File: config.mk
export PLATFORM = sky130hd
export DESIGN_NAME = mips32_mem_arbiter
export DESIGN_NICKNAME = d
export VERILOG_FILES = /design/src/rtl/mips32_mem_pkg.sv /design/src/rtl/mips32_mem_arbiter_rr.sv /design/src/rtl/mips32_mem_arbiter.sv
export SDC_FILE = /design/constraint.sdc
export NUM_CORES = 1
export LEC_CHECK = 0
export CORE_AREA = 2 2 109 111
export CTS_CLUSTER_SIZE = 16
export DETAILED_ROUTE_END_ITERATION = 16
export DIE_AREA = 0 0 111 113
export HOLD_SLACK_MARGIN = 0.12
export MAX_ROUTING_LAYER = met4
export PLACE_DENSITY = 0.68
export RECOVER_POWER = 100
export SYNTH_ARGS = -nofsm -noshare
export SYNTH_HDL_FRONTEND = slang
export SYNTH_HIERARCHICAL = 1
export SYNTH_SLANG_ARGS = --single-unit
File: constraint.sdc
create_clock -name clock -period 6.84 [get_ports clock]
set_input_delay 1.026 -clock clock [delete_from_list [all_inputs] [get_ports clock]]
set_output_delay 1.026 -clock clock [all_outputs]
set_load 0.01 [all_outputs]
File: src/rtl/mips32_mem_pkg.sv
// Shared constants and types for the MIPS32 unified-memory arbiter.
package mips32_mem_pkg;

  // Port identifiers; also used as bit indices into 2-bit request/grant vectors.
  localparam logic PORT_IF = 1'b0;
  localparam logic PORT_DM = 1'b1;

  typedef enum logic {
    ST_IDLE = 1'b0,
    ST_WAIT = 1'b1
  } state_e;

  // Supported memory read latency range and the counter width it needs.
  localparam int MEM_LAT_MIN = 1;
  localparam int MEM_LAT_MAX = 4;
  localparam int LAT_W       = $clog2(MEM_LAT_MAX + 1);

endpackage

File: src/rtl/mips32_mem_arbiter_rr.sv
// Two-requester round-robin arbiter with an enable; remembers the last winner.
module rr_arbiter2
  import mips32_mem_pkg::*;
(
  input  logic       clock,
  input  logic       reset_n,
  input  logic       en_i,
  input  logic [1:0] req_i,      // indexed by port id
  output logic [1:0] gnt_o,      // one-hot grant, indexed by port id
  output logic       gnt_any_o,
  output logic       gnt_id_o
);

  logic last_gnt_q, last_gnt_d;
  logic win;

  // Pick the winner: a lone requester, or on a tie the port not served last.
  always_comb begin
    gnt_o      = 2'b00;
    gnt_any_o  = 1'b0;
    win        = PORT_IF;
    last_gnt_d = last_gnt_q;
    if (en_i && (req_i != 2'b00)) begin
      if (req_i == 2'b11) win = ~last_gnt_q;
      else                win = req_i[PORT_DM];
      gnt_any_o  = 1'b1;
      gnt_o[win] = 1'b1;
      last_gnt_d = win;
    end
    gnt_id_o = win;
  end

  // Last-winner register; DM after reset so fetch wins the first tie.
  always_ff @(posedge clock or negedge reset_n) begin
    if (!reset_n) last_gnt_q <= PORT_DM;
    else          last_gnt_q <= last_gnt_d;
  end

endmodule

File: src/rtl/mips32_mem_arbiter.sv
// Shares one fixed-latency single-port memory between instruction fetch and
// data load/store, one outstanding read at a time, with a contention counter.
module mips32_mem_arbiter
  import mips32_mem_pkg::*;
#(
  parameter int MEM_LAT = 1,
  parameter int CNT_W   = 16
) (
  input  logic             clock,
  input  logic             reset_n,
  input  logic             if_req,
  input  logic [31:0]      if_addr,
  output logic             if_gnt,
  output logic             if_rvalid,
  output logic [31:0]      if_rdata,
  input  logic             dm_req,
  input  logic             dm_we,
  input  logic [31:0]      dm_addr,
  input  logic [31:0]      dm_wdata,
  output logic             dm_gnt,
  output logic             dm_rvalid,
  output logic [31:0]      dm_rdata,
  output logic             mem_en,
  output logic             mem_we,
  output logic [31:0]      mem_addr,
  output logic [31:0]      mem_wdata,
  input  logic [31:0]      mem_rdata,
  output logic [CNT_W-1:0] conflict_cnt
);

  state_e           state_q, state_d;
  logic [LAT_W-1:0] lat_cnt_q, lat_cnt_d;
  logic             owner_q, owner_d;
  logic [CNT_W-1:0] conflict_cnt_q, conflict_cnt_d;

  logic       ret_cycle, arb_en, gnt_any, gnt_id, gnt_write, conflict_hit;
  logic [1:0] gnt;

  // The return cycle of a read doubles as an arbitration slot (back-to-back).
  // Grants are suppressed while reset is held so every output reads 0.
  assign ret_cycle = (state_q == ST_WAIT) && (lat_cnt_q == LAT_W'(1));
  assign arb_en    = reset_n && ((state_q == ST_IDLE) || ret_cycle);

  rr_arbiter2 u_arb (
    .clock     (clock),
    .reset_n   (reset_n),
    .en_i      (arb_en),
    .req_i     ({dm_req, if_req}),
    .gnt_o     (gnt),
    .gnt_any_o (gnt_any),
    .gnt_id_o  (gnt_id)
  );

  assign if_gnt    = gnt[PORT_IF];
  assign dm_gnt    = gnt[PORT_DM];
  assign gnt_write = gnt_any && (gnt_id == PORT_DM) && dm_we;

  // Steer the granted port onto the memory bus; bus idles at zero otherwise.
  always_comb begin
    mem_en    = gnt_any;
    mem_we    = gnt_write;
    mem_addr  = 32'h0;
    mem_wdata = 32'h0;
    if (gnt_any)   mem_addr  = (gnt_id == PORT_DM) ? dm_addr : if_addr;
    if (gnt_write) mem_wdata = dm_wdata;
  end

  // Read data is a pass-through, qualified only by the owner's rvalid.
  assign if_rvalid = ret_cycle && (owner_q == PORT_IF);
  assign dm_rvalid = ret_cycle && (owner_q == PORT_DM);
  assign if_rdata  = mem_rdata;
  assign dm_rdata  = mem_rdata;

  // Next state: count down an outstanding read; a granted read (re)arms WAIT.
  always_comb begin
    state_d   = state_q;
    lat_cnt_d = lat_cnt_q;
    owner_d   = owner_q;
    if (state_q == ST_WAIT) begin
      lat_cnt_d = lat_cnt_q - LAT_W'(1);
      if (ret_cycle) state_d = ST_IDLE;
    end
    if (gnt_any && !gnt_write) begin
      state_d   = ST_WAIT;
      lat_cnt_d = LAT_W'(MEM_LAT);
      owner_d   = gnt_id;
    end
  end

  // Contention: both ports asking, or anyone asking while the bus is busy.
  always_comb begin
    conflict_hit   = (if_req && dm_req) ||
                     ((if_req || dm_req) && (state_q == ST_WAIT) && (lat_cnt_q > LAT_W'(1)));
    conflict_cnt_d = conflict_cnt_q;
    if (conflict_hit && !(&conflict_cnt_q)) conflict_cnt_d = conflict_cnt_q + CNT_W'(1);
  end

  assign conflict_cnt = conflict_cnt_q;

  // State, latency counter, owner and contention counter registers.
  always_ff @(posedge clock or negedge reset_n) begin
    if (!reset_n) begin
      state_q        <= ST_IDLE;
      lat_cnt_q      <= '0;
      owner_q        <= PORT_IF;
      conflict_cnt_q <= '0;
    end else begin
      state_q        <= state_d;
      lat_cnt_q      <= lat_cnt_d;
      owner_q        <= owner_d;
      conflict_cnt_q <= conflict_cnt_d;
    end
  end

endmodule

==> results.sh <==
export IMPL_ys_seq_area_share_pct=21.5
export IMPL_crit_family="buffers and inverters"
export IMPL_status="finished, final reports clean"
export IMPL_cts_hold_buf=0
export IMPL_antennaDiodeCount=0
export IMPL_path_max_fanout=33
export IMPL_postSynthAreaPerCell_um2=8.72
export IMPL_rsz0062_at_grt="false"
export IMPL_place_area_um2=4080
export IMPL_cap_violations=0
export IMPL_seqCellArea_um2=552
export IMPL_worst_pin_slew_ps=1440
export IMPL_p_leak_nw=1.78
export IMPL_power_uw=819
export IMPL_die_w_um=111
export IMPL_fin_cells=551
export IMPL_clk_transition_reported_paths_ps=60
export IMPL_skew_ps=4.84
export IMPL_drt_iter0_drc=92
export IMPL_slowest_stage="dlygate4sd3_1"
export IMPL_syn_cell_area_um2=2560
export IMPL_fin_nets=545
export IMPL_layout_common_cells="121 x clkdlybuf4s50_1, 65 x dlygate4sd3_1, 32 x mux2i_1, 32 x nor2b_1, 23 x and2_0"
export IMPL_tns_ps=0
export IMPL_place_port_buffers=186
export IMPL_core_um2=11300
export IMPL_ios=283
export IMPL_fin_area_um2=4130
export IMPL_setup_viol=0
export IMPL_first_pass_iters=4
export IMPL_synth_seq_cells=22
export IMPL_async_reset_ff_share_pct=100
export IMPL_drt_total_wl_um=8750
export IMPL_cts_sinks=22
export IMPL_postCtsSetupRepairBufs=0
export IMPL_crit_arrival_ps=4250
export IMPL_nFillCells=1132
export IMPL_synth_nets=430
export IMPL_cpMostUsedCell="dlygate4sd3_1"
export IMPL_core_rowCount=39
export IMPL_cts_path_max_buffers=2
export IMPL_worstPathCellList="dlygate4sd3_1 > buf_4 > and2_0 > nand2_1 > a21oi_4 > nand3_1 > inv_1 > and2_1 > dlygate4sd3_1"
export IMPL_vdd_ir_drop_max_uv=94.9
export IMPL_vias=2360
export IMPL_hpwl_um=7440
export IMPL_htree_num_levels=1
export IMPL_multi_input_comb_area_um2=1390
export IMPL_yosysUniqueCellTypes=39
export IMPL_placedCellCount=547
export IMPL_final_common_cell="clkdlybuf4s50_1"
export IMPL_cp_slowest_stage_delay_ps=620
export IMPL_power_density_nw_per_um2=198
export IMPL_synth_edf_count=0
export IMPL_setup_ws_ps=1560
export IMPL_viasPerCell=4.28
export IMPL_cts_tree="done"
export IMPL_synth_ff_type="dfrtp_1"
export IMPL_r2r_cells=6
export IMPL_die_h_um=113
export IMPL_worst_setup_path_end_kind="output port"
export IMPL_max_freq_mhz=190
export IMPL_root_buffer="clkbuf_16"
export IMPL_ant_nets=0
export IMPL_syn2layout_area_growth_pct=61.1
export IMPL_hold_class="reg2reg"
export IMPL_hold_violations=0
export IMPL_grt_max_degree=40
export IMPL_crit_cells=9
export IMPL_wire_per_inst_um=15.9
export IMPL_holdPathStages=1
export IMPL_start_util_pct=22.7
export IMPL_start_kind="input port"
export IMPL_drive_gt1_share_pct=4.41
export IMPL_cp_data_required_time_ps=5810
export IMPL_dieArea_um2=12500
export IMPL_worstSkewPairLatency_ps=260
export IMPL_grt_pass1_wl_um=13100
export IMPL_drc=0
export IMPL_grt_pass1_vias=2388
export IMPL_cts_buffers=3
export IMPL_final_util_pct=36.6
export IMPL_maxSlewHeadroom_pct=4.05
export IMPL_antenna_found_initial=0
export IMPL_hold_slack_ps=511
export IMPL_place_ws_ps=1670
export IMPL_ys_warn_count=6
export IMPL_fin_crit_ps=5280
export IMPL_grt_use_total_pct=13.3
export IMPL_critPathKind="in2out"
export IMPL_overflow=0
export IMPL_syn_inst=294
export IMPL_cts_repair_resized=0
export IMPL_gp_congestion=0.828
export IMPL_slew_viol_final=0
export IMPL_fin_crit_sh_pct=77.1
export IMPL_crit_buf_inv=4
synth_stat cells (all sizes together), types with 3 or more instances:
master  count  area (um^2)
nor2b      32          200
clkbuf      9         33.8
ha          3         37.5
nand3       9         45.0
and2       34          213
nor4        3         18.8
nor3b       3         32.5
inv         6         22.5
and3        4         25.0
nand4       5         37.5
dfrtp      21          526
buf        70          526
nor2        3         13.8
nor3        8         80.1
mux2i      32          320
xor2       13          114
nand2      12         45.0
mux2        4         45.0
a21oi       6         33.8
and4        3         26.3
sequential cells by signal, summed over array words and instances, names as in the netlist:
register and count:
conflict_cnt 16, lat_cnt_q 3, owner_q 1, state_q 1, u_arb/last_gnt_q 1
power breakdown:
part | switching [mW] | internal [mW]
combinational | 0.199 | 0.236
sequential | 0.0520 | 0.168
clock | 0.0479 | 0.116
worst register-to-register path, stage by stage (launching register included):
cell and delay [ps]:
dfrtp_1 390, inv_1 80, ha_1 160, nand2b_1 100, a32oi_1 1150, nor4_1 230, mux2_1 380
cell type report:
cell class	instances	share of cell area [%]
timing repair buffer	189	45.6
multi-input combinational	187	33.6
sequential	22	13.4
tap	143	4.33
clock buffer	3	1.82
clock inverter	1	0.727
inverter	6	0.545
logic make-up (layout without fill, tap and decap cells):
| logic type | after synthesis | after routing | synth area share [%] |
|---|---|---|---|
| compound gates | 10 | 10 | 4.10 |
| xor+xnor | 14 | 14 | 4.79 |
| fa+ha+maj | 3 | 3 | 1.46 |
| buf+inv | 85 | 199 | 22.7 |
| flops | 22 | 22 | 21.5 |
| mux | 36 | 36 | 14.3 |
| simple gates | 124 | 124 | 31.2 |
worst paths after layout:
kind | startpoint | endpoint | slack, ps
max in group asynchronous | reset_n | u_arb/last_gnt_q | 5370
hold / removal | conflict_cnt[11] | conflict_cnt[11] | 510
hold reg to reg | conflict_cnt[11] | conflict_cnt[11] | 510
min in group asynchronous | reset_n | conflict_cnt[11] | 1190
setup / recovery | reset_n | mem_wdata[23] | 1560
setup reg to reg | lat_cnt_q[1] | conflict_cnt[12] | 4230
per-layer routing:
metal,routed length (um),GRT usage (%)
met5,0,-
met4,78,2.75
met3,675,2.68
met2,4580,24.1
met1,3420,15.4
Power figures use the tool's default switching activity.
